<file path="src/rtl/tv_pkg.sv">
// Shared encodings for the test-vector sequence generator.
// FSM states and pattern modes used by tv_seq_gen and its bench.
package tv_pkg;

  typedef enum logic [1:0] {
    ST_IDLE = 2'd0,
    ST_RUN  = 2'd1,
    ST_DONE = 2'd2
  } state_e;

  typedef enum logic [1:0] {
    MODE_BIN   = 2'b00,
    MODE_GRAY  = 2'b01,
    MODE_WALK1 = 2'b10,
    MODE_WALK0 = 2'b11
  } mode_e;

  // Walking patterns have N entries; counting patterns have 2^N.
  function automatic logic is_walk(mode_e m);
    return (m == MODE_WALK1) || (m == MODE_WALK0);
  endfunction

endpackage

</file>
<file path="src/rtl/tv_seq_gen_tick_div.sv">
// Hold-time divider: counts 1..step and pulses tick on the last count.
// A step of zero behaves as one; clr reloads the count to 1.
module tick_div #(
  parameter int STEP_W = 8
) (
  input  logic              clk,
  input  logic              rst,
  input  logic              en,
  input  logic              clr,
  input  logic [STEP_W-1:0] step,
  output logic              tick
);

  logic [STEP_W-1:0] cnt;
  logic [STEP_W-1:0] lim;

  assign lim  = (step == '0) ? STEP_W'(1) : step;
  assign tick = en & ~clr & (cnt == lim);

  always_ff @(posedge clk or negedge rst) begin
    if (!rst) begin
      cnt <= STEP_W'(1);
    end else if (clr || tick) begin
      cnt <= STEP_W'(1);
    end else if (en) begin
      cnt <= cnt + STEP_W'(1);
    end
  end

endmodule

</file>
<file path="src/rtl/tv_seq_gen.sv">
// Test-vector sequence generator: binary, Gray, walking-one/zero.
// Each vector is held step cycles; single pass or continuous wrap.
module tv_seq_gen
  import tv_pkg::*;
#(
  parameter int N_IN   = 2,
  parameter int STEP_W = 8
) (
  input  logic              clk,
  input  logic              rst,
  input  logic              start,
  input  logic              stop,
  input  logic [1:0]        mode,
  input  logic [STEP_W-1:0] step,
  input  logic              loop,
  output logic [N_IN-1:0]   vec,
  output logic              vec_valid,
  output logic              busy,
  output logic              done
);

  localparam int IW = N_IN;
  localparam logic [IW-1:0] LAST_CNT  = '1;
  localparam logic [IW-1:0] LAST_WALK = IW'(N_IN - 1);

  state_e            state;
  mode_e             mode_q;
  logic [STEP_W-1:0] step_q;
  logic              loop_q;
  logic [IW-1:0]     idx;

  logic              tick;
  logic              en;
  logic              clr;
  logic              wrap;
  logic [IW-1:0]     last;
  logic [IW-1:0]     idx_nxt;
  mode_e             map_mode;
  logic [IW-1:0]     map_idx;
  logic [IW-1:0]     mapped;

  assign en  = (state == ST_RUN);
  assign clr = (state != ST_RUN) | stop;

  tick_div #(
    .STEP_W(STEP_W)
  ) u_div (
    .clk (clk),
    .rst (rst),
    .en  (en),
    .clr (clr),
    .step(step_q),
    .tick(tick)
  );

  always_comb begin
    last    = is_walk(mode_q) ? LAST_WALK : LAST_CNT;
    wrap    = (idx == last);
    idx_nxt = wrap ? '0 : idx + IW'(1);
  end

  // In IDLE the first vector comes from the live mode input,
  // since the latched copy is only written on that same edge.
  always_comb begin
    map_mode = (state == ST_RUN) ? mode_q : mode_e'(mode);
    map_idx  = (state == ST_RUN) ? idx_nxt : '0;
    mapped   = '0;
    unique case (map_mode)
      MODE_BIN:   mapped = map_idx;
      MODE_GRAY:  mapped = map_idx ^ (map_idx >> 1);
      MODE_WALK1: mapped = IW'(1) << map_idx;
      MODE_WALK0: mapped = ~(IW'(1) << map_idx);
    endcase
  end

  always_ff @(posedge clk or negedge rst) begin
    if (!rst) begin
      state     <= ST_IDLE;
      mode_q    <= MODE_BIN;
      step_q    <= '0;
      loop_q    <= 1'b0;
      idx       <= '0;
      vec       <= '0;
      vec_valid <= 1'b0;
      busy      <= 1'b0;
      done      <= 1'b0;
    end else begin
      vec_valid <= 1'b0;
      done      <= 1'b0;
      case (state)
        ST_IDLE: begin
          vec  <= '0;
          busy <= 1'b0;
          idx  <= '0;
          if (start && !stop) begin
            state     <= ST_RUN;
            mode_q    <= mode_e'(mode);
            step_q    <= step;
            loop_q    <= loop;
            vec       <= mapped;
            vec_valid <= 1'b1;
            busy      <= 1'b1;
          end
        end
        ST_RUN: begin
          if (stop) begin
            state <= ST_IDLE;
            vec   <= '0;
            busy  <= 1'b0;
            idx   <= '0;
          end else if (tick) begin
            if (wrap && !loop_q) begin
              state <= ST_DONE;
              done  <= 1'b1;
              busy  <= 1'b0;
              vec   <= '0;
              idx   <= '0;
            end else begin
              idx       <= idx_nxt;
              vec       <= mapped;
              vec_valid <= 1'b1;
            end
          end
        end
        ST_DONE: begin
          state <= ST_IDLE;
          vec   <= '0;
          busy  <= 1'b0;
          idx   <= '0;
        end
        default: begin
          state <= ST_IDLE;
          vec   <= '0;
          busy  <= 1'b0;
          idx   <= '0;
        end
      endcase
    end
  end

endmodule

</file>
<file path="config.mk">
export PLATFORM = sky130hd
export DESIGN_NAME = tv_seq_gen
export DESIGN_NICKNAME = d
export VERILOG_FILES = /design/src/rtl/tv_pkg.sv /design/src/rtl/tv_seq_gen_tick_div.sv /design/src/rtl/tv_seq_gen.sv
export SDC_FILE = /design/constraint.sdc
export NUM_CORES = 1
export LEC_CHECK = 0
export ABC_AREA = 1
export CAP_MARGIN = 5
export CORE_MARGIN = 2
export CORE_UTILIZATION = 50
export CTS_BUF_LIST = sky130_fd_sc_hd__clkbuf_4 sky130_fd_sc_hd__clkbuf_8
export CTS_CLUSTER_DIAMETER = 50
export DETAILED_ROUTE_END_ITERATION = 7
export MAX_ROUTING_LAYER = met4
export PLACE_DENSITY = 0.73
export SYNTH_ARGS = -nofsm -noshare
export SYNTH_HDL_FRONTEND = slang
export SYNTH_SLANG_ARGS = --single-unit
</file>
<file path="constraint.sdc">
create_clock -name clk -period 3.2 [get_ports clk]
set_input_delay 0.48 -clock clk [delete_from_list [all_inputs] [get_ports clk]]
set_output_delay 0.48 -clock clk [all_outputs]
set_load 0.005 [all_outputs]
</file>
## Word level (Yosys, flattened, before mapping)

Index checks and enable logic that the tools add are counted.

- $add $sub $neg: 2
- Equality and inequality tests: 12
- Shifts and indexed selects: 1
- Muxes and demuxes: 35
- Bitwise logic cells: 6
- Reduce and logical (&&, ||, !) cells: 13

Operators by type and width:

| operator | count |
|---|---|
| 2-bit 2-to-1 mux | 16 |
| 8-bit 2-to-1 mux | 3 |
| 1-bit 2-to-1 mux | 11 |
| 8-bit by 1-bit adder with 8-bit output, second input constant | 1 |
| 2-bit equality test, second input constant | 4 |
| 8-bit equality test | 1 |
| 8-bit logical NOT | 1 |
| 2-bit one-hot mux with 2 select lines | 2 |
| 2-bit one-hot mux with 4 select lines | 1 |
| 3-bit inequality test, second input constant | 2 |
| 2-bit by 1-bit equality test with 1-bit output, second input constant | 2 |
| 2-bit logical NOT | 2 |
| 1-bit one-hot mux with 2 select lines | 2 |
| 2-bit AND reduction | 2 |
| 3-bit AND reduction | 1 |
| 2-bit by 1-bit adder with 2-bit output, second input constant | 1 |
| 1-bit bitwise AND | 2 |
| 2-bit equality test | 1 |
| 1-bit logical AND | 2 |
| 1-bit logical NOT | 2 |
| 1-bit logical OR | 2 |
| 2-bit by 1-bit inequality test with 1-bit output, second input constant | 1 |
| 2-bit inequality test, second input constant | 1 |
| 2-bit inverter | 1 |
| 5 further kinds | 5 |

- Register bits: 28
- Input port bits: 15
- Output and inout port bits: 5

## Logic depth before layout (Yosys ltp)

- Depth after elaboration: 13
- Mapped depth: 12
- Mapped depth without buffers: 12

## Hierarchy

A second synthesis with hierarchy kept.

- Cells, all modules: 204
- Area, all modules: 1592.8 um2

Modules (own cells, without submodules):

| module | times used | cells an instance | area an instance (um2) |
|---|---|---|---|
| tv_seq_gen | 1 | 97 | 927.1 |
| tick_div | 1 | 107 | 665.6 |

## Worst setup path before layout

Ideal clock, no wire load.

- Kind: reg-to-reg
- From: reg idx[1]
- To: reg vec[0]
- Setup time: 65 ps
- Data arrival time: 1506 ps
- Data required time: 3135 ps
- Slack: 1629 ps
- Cell stages (with the launch flop): 11
- Path through: dfrtp_1 o21ai_0 o21ai_0 nor2_1 inv_1 ha_1 o21ai_0 nand2_1 nor2_1 nand2_1 nand2_1

- Longest elaborated chain between the ends: 10
- Elaborated cells between the ends (all ways): 14
- Classes of those cells: add/sub (1); eq/ne (1); shift (1); mux (8); bitwise (2); reduce/logical (1)

RTL lines:

| element | line | RTL |
|---|---|---|
| from (decl) | tv_seq_gen.sv:30 | `logic [IW-1:0] idx;` |
| from (signal assigned) | tv_seq_gen.sv:119 | `idx <= idx_nxt;` |
| 2-bit by 1-bit adder with 2-bit output / 2-bit equality test (equally long branches) | tv_seq_gen.sv:59, tv_seq_gen.sv:58 |  |
| 2-bit 2-to-1 mux | tv_seq_gen.sv:59 | `idx_nxt = wrap ? '0 : idx + IW'(1);` |
| 2-bit 2-to-1 mux | tv_seq_gen.sv:66 | `map_idx = (state == ST_RUN) ? idx_nxt : '0;` |
| 1-bit by 2-bit left shift with 2-bit output | tv_seq_gen.sv:71, tv_seq_gen.sv:72 |  |
| 2-bit inverter | tv_seq_gen.sv:72 | `MODE_WALK0: mapped = ~(IW'(1) << map_idx);` |
| 2-bit one-hot mux with 4 select lines | tv_seq_gen.sv:68 | `unique case (map_mode)` |
| 2-bit 2-to-1 mux | tv_seq_gen.sv:112 | `if (wrap && !loop_q) begin` |
| 2-bit 2-to-1 mux | tv_seq_gen.sv:111 | `end else if (tick) begin` |
| 2-bit 2-to-1 mux | tv_seq_gen.sv:106 | `if (stop) begin` |
| 2-bit one-hot mux with 2 select lines (*) | tv_seq_gen.sv:90 | `case (state)` |
| to (signal assigned) | tv_seq_gen.sv:100 | `vec <= mapped;` |
| to (signal assigned) | tv_seq_gen.sv:120 | `vec <= mapped;` |
| to (decl) | tv_seq_gen.sv:16 | `output logic [N_IN-1:0] vec,` |

Mark *: on every way between the ends. The rest lies on a longest branch, timed or not. The select of a mux whose other input is x is not followed.
A chain may end at the register's enable or synchronous reset.

## Final worst setup path

Ends and elaborated chain as after synthesis.

==> results_dict.tcl <==
set metrics [dict create \
    post_cts_buffers 0 \
    worst-path-max-fanout 5 \
    grtUsageTotal 0.204 \
    die_area_um2 3490 \
    drt_first_pass_iters 4 \
    yosysSeqAreaShare 0.462 \
    slowest_stage "dfrtp_1" \
    rows 19 \
    ff_latch_area_um2 702 \
    grt_pass1_vias 1212 \
    ff2ff_path_depth 10 \
    fmax_mhz 540 \
    r2r_end "vec[0]" \
    yosysTopAreaCell "dfrtp_1" \
    yosys_warnings 0 \
    nNetsFinal 244 \
    io_buffers 19 \
    hold_viol 0 \
    worst_setup_path_start_kind "register" \
    synth_edf_count 0 \
    critPathCaptureType "register" \
    finalSetupViolCount 0 \
    fin_crit_sh 0.579 \
    tns_ps 0 \
    rrSetupSlack_ps 1350 \
    outcome "finished, final reports clean" \
    clockRootBuffer "clkbuf_4" \
    areaGrowthSynthToFinish_pct 17.3 \
    yosysTopAreaCellShare 0.445 \
    syn_nets 223 \
    hold_ws_ps 493 \
    tightest_slew_ps 573 \
    power_density_nw_per_um2 561 \
    clock_latency_ps 330 \
    cts.sinks 28 \
    netlist_top_cells_count "nand2_1, inv_1, dfrtp_1" \
    syn_area_per_cell_um2 7.41 \
    initial_core_util 0.537 \
    core_um2 2830 \
    multi_input_area_um2 663 \
    synth.distinct_cells 21 \
    antenna_cells 0 \
    crit_chain "o21ai_0 -> o21ai_0 -> nor2_1 -> inv_1 -> ha_1 -> o21ai_0 -> nand2_1 -> nor2_1 -> nand2_1 -> nand2_1" \
    htreeDepth 1 \
    drive_gt1_frac 0.0978 \
    grt_overflow_total 0 \
    power_leakage_uw 0.000935 \
    dieHeight_um 59.1 \
    nFillCells 274 \
    syn_area_um2 1520 \
    place_hpwl_um 2300 \
    arrival_ps 2140 \
    antenna_found_initial 0 \
    drv_cap 0 \
    synth-seq-cells 28 \
    routabilityCongestion 0.816 \
    slew_viol_final 0 \
    drt_iter0_drc 65 \
    io_pins 20 \
    vias 1275 \
    postRouteWirelength_um 2990 \
    postCtsHoldBufs 0 \
    drc_errors 0 \
    critPathKind "register to register" \
    clk_path_buf_depth 2 \
    final_antenna_net_count 0 \
    fin_skew_ps 15.6 \
    via_per_inst 4.98 \
    rsz0062_at_grt "no" \
    slew_headroom 0.617 \
    cts_resized 0 \
    yosysMostFrequentCell "nand2_1" \
    syn_inst 205 \
    period_minus_slack_ps 1850 \
    die_w_um 59.1 \
    synth_flop_cell "dfrtp_1" \
    wl_per_cell_um 11.7 \
    worstHoldPathType "primary input to asynchronous set/reset pin" \
    grt_pass1_wl_um 5170 \
    cts_tree "done" \
    synth_area_leaders "dfrtp_1, nand2_1, inv_1, nor2_1, nand3_2" \
    ir_worst_vdd_mv 0.312 \
    async_flop_share 1.00 \
    r2r-start "idx[1]" \
    cp_slowest_stage_delay_ps 450 \
    clk_pin_slew_worst_paths_ps 160 \
    cts_buffers 3 \
    grt_start_max_net_pins 29 \
    worstPathRequired_ps 3490 \
]
==> where the power goes <==
part           total, µW  switching [µW]  internal [µW]
Clock                232             105            127
Sequential           476            56.1            420
Combinational        292             172            119
Total               1000             334            666
==> routing by layer <==
metal	vias up	track usage	wire length, µm
met5	-	-	0
met4	0	0.0844	46
met3	6	0.0240	116
met2	23	0.346	1510
met1	575	0.244	1320
li1	671	-	-
==> placed cells by master (no fill, tap or decap), drive strengths merged <==
cell,synthesis,routed
a21oi,5,5
buf,4,1
bufinv,0,1
clkbuf,0,3
clkdlybuf4s50,0,19
dfrtp,27,27
dfstp,1,1
ha,3,3
inv,34,34
nand2,68,68
nand3,17,17
nand4,1,1
nor2,23,23
nor3,3,3
o211ai,1,1
o21ai,17,17
xor2,1,1
==> how the worst max path moves through the flow <==
stage,startpoint,to,depth (start not counted)
after detailed placement,stop,state[0],9
after global routing,idx[1],vec[0],10
after global placement,stop,state[0],9
after floorplan,idx[1],vec[0],10
final,idx[1],vec[0],10
after CTS,idx[1],vec[0],10
==> sequential cells by signal, indices dropped and copies added, names as in the netlist <==
name,flops
idx,2
loop_q,1
u_div.cnt,8
vec,2
busy,1
vec_valid,1
state,2
mode_q,2
step_q,8
done,1
==> cell type report <==
cell class | instances | area share
flip-flops and latches | 28 | 0.394
multi-input cells | 139 | 0.372
inverters | 34 | 0.0716
clock buffers | 3 | 0.0126
well taps | 31 | 0.0218
repair buffers | 20 | 0.111
clock inverters | 1 | 0.0169
==> critical path: cells and delay by family, from the launching register on <==
kind,cells,cell delay (ps)
and+or+nand+nor,5,470
DFF,1,450
adders and majority gates,1,290
buffers and inverters,1,80
AOI/OAI and AO/OA,3,520
==> stage by stage <==
stage          total power, µW   util  instances  setup WS, ps  cell area [µm²]
3_5_place_dp               777  0.611        252          1040             1730
5_1_grt                   1080  0.630        256          1160             1780
2_1_floorplan              672      -        205          1630             1520
6_report                  1000  0.630        256          1350             1780
3_3_place_gp               764  0.611        252          1110             1730
4_1_cts                   1010  0.630        256          1340             1780
==> cell families (layout without fill, tap and decap cells) <==
kind of cell    count (synthesis)  after routing  synth area share
buf+inv                        38             58             0.101
simple gates                  112            112             0.321
compound gates                 23             23            0.0848
fa+ha+maj                       3              3            0.0247
flops                          28             28             0.462
xor+xnor                        1              1           0.00577
Power figures use the tool's default switching activity.
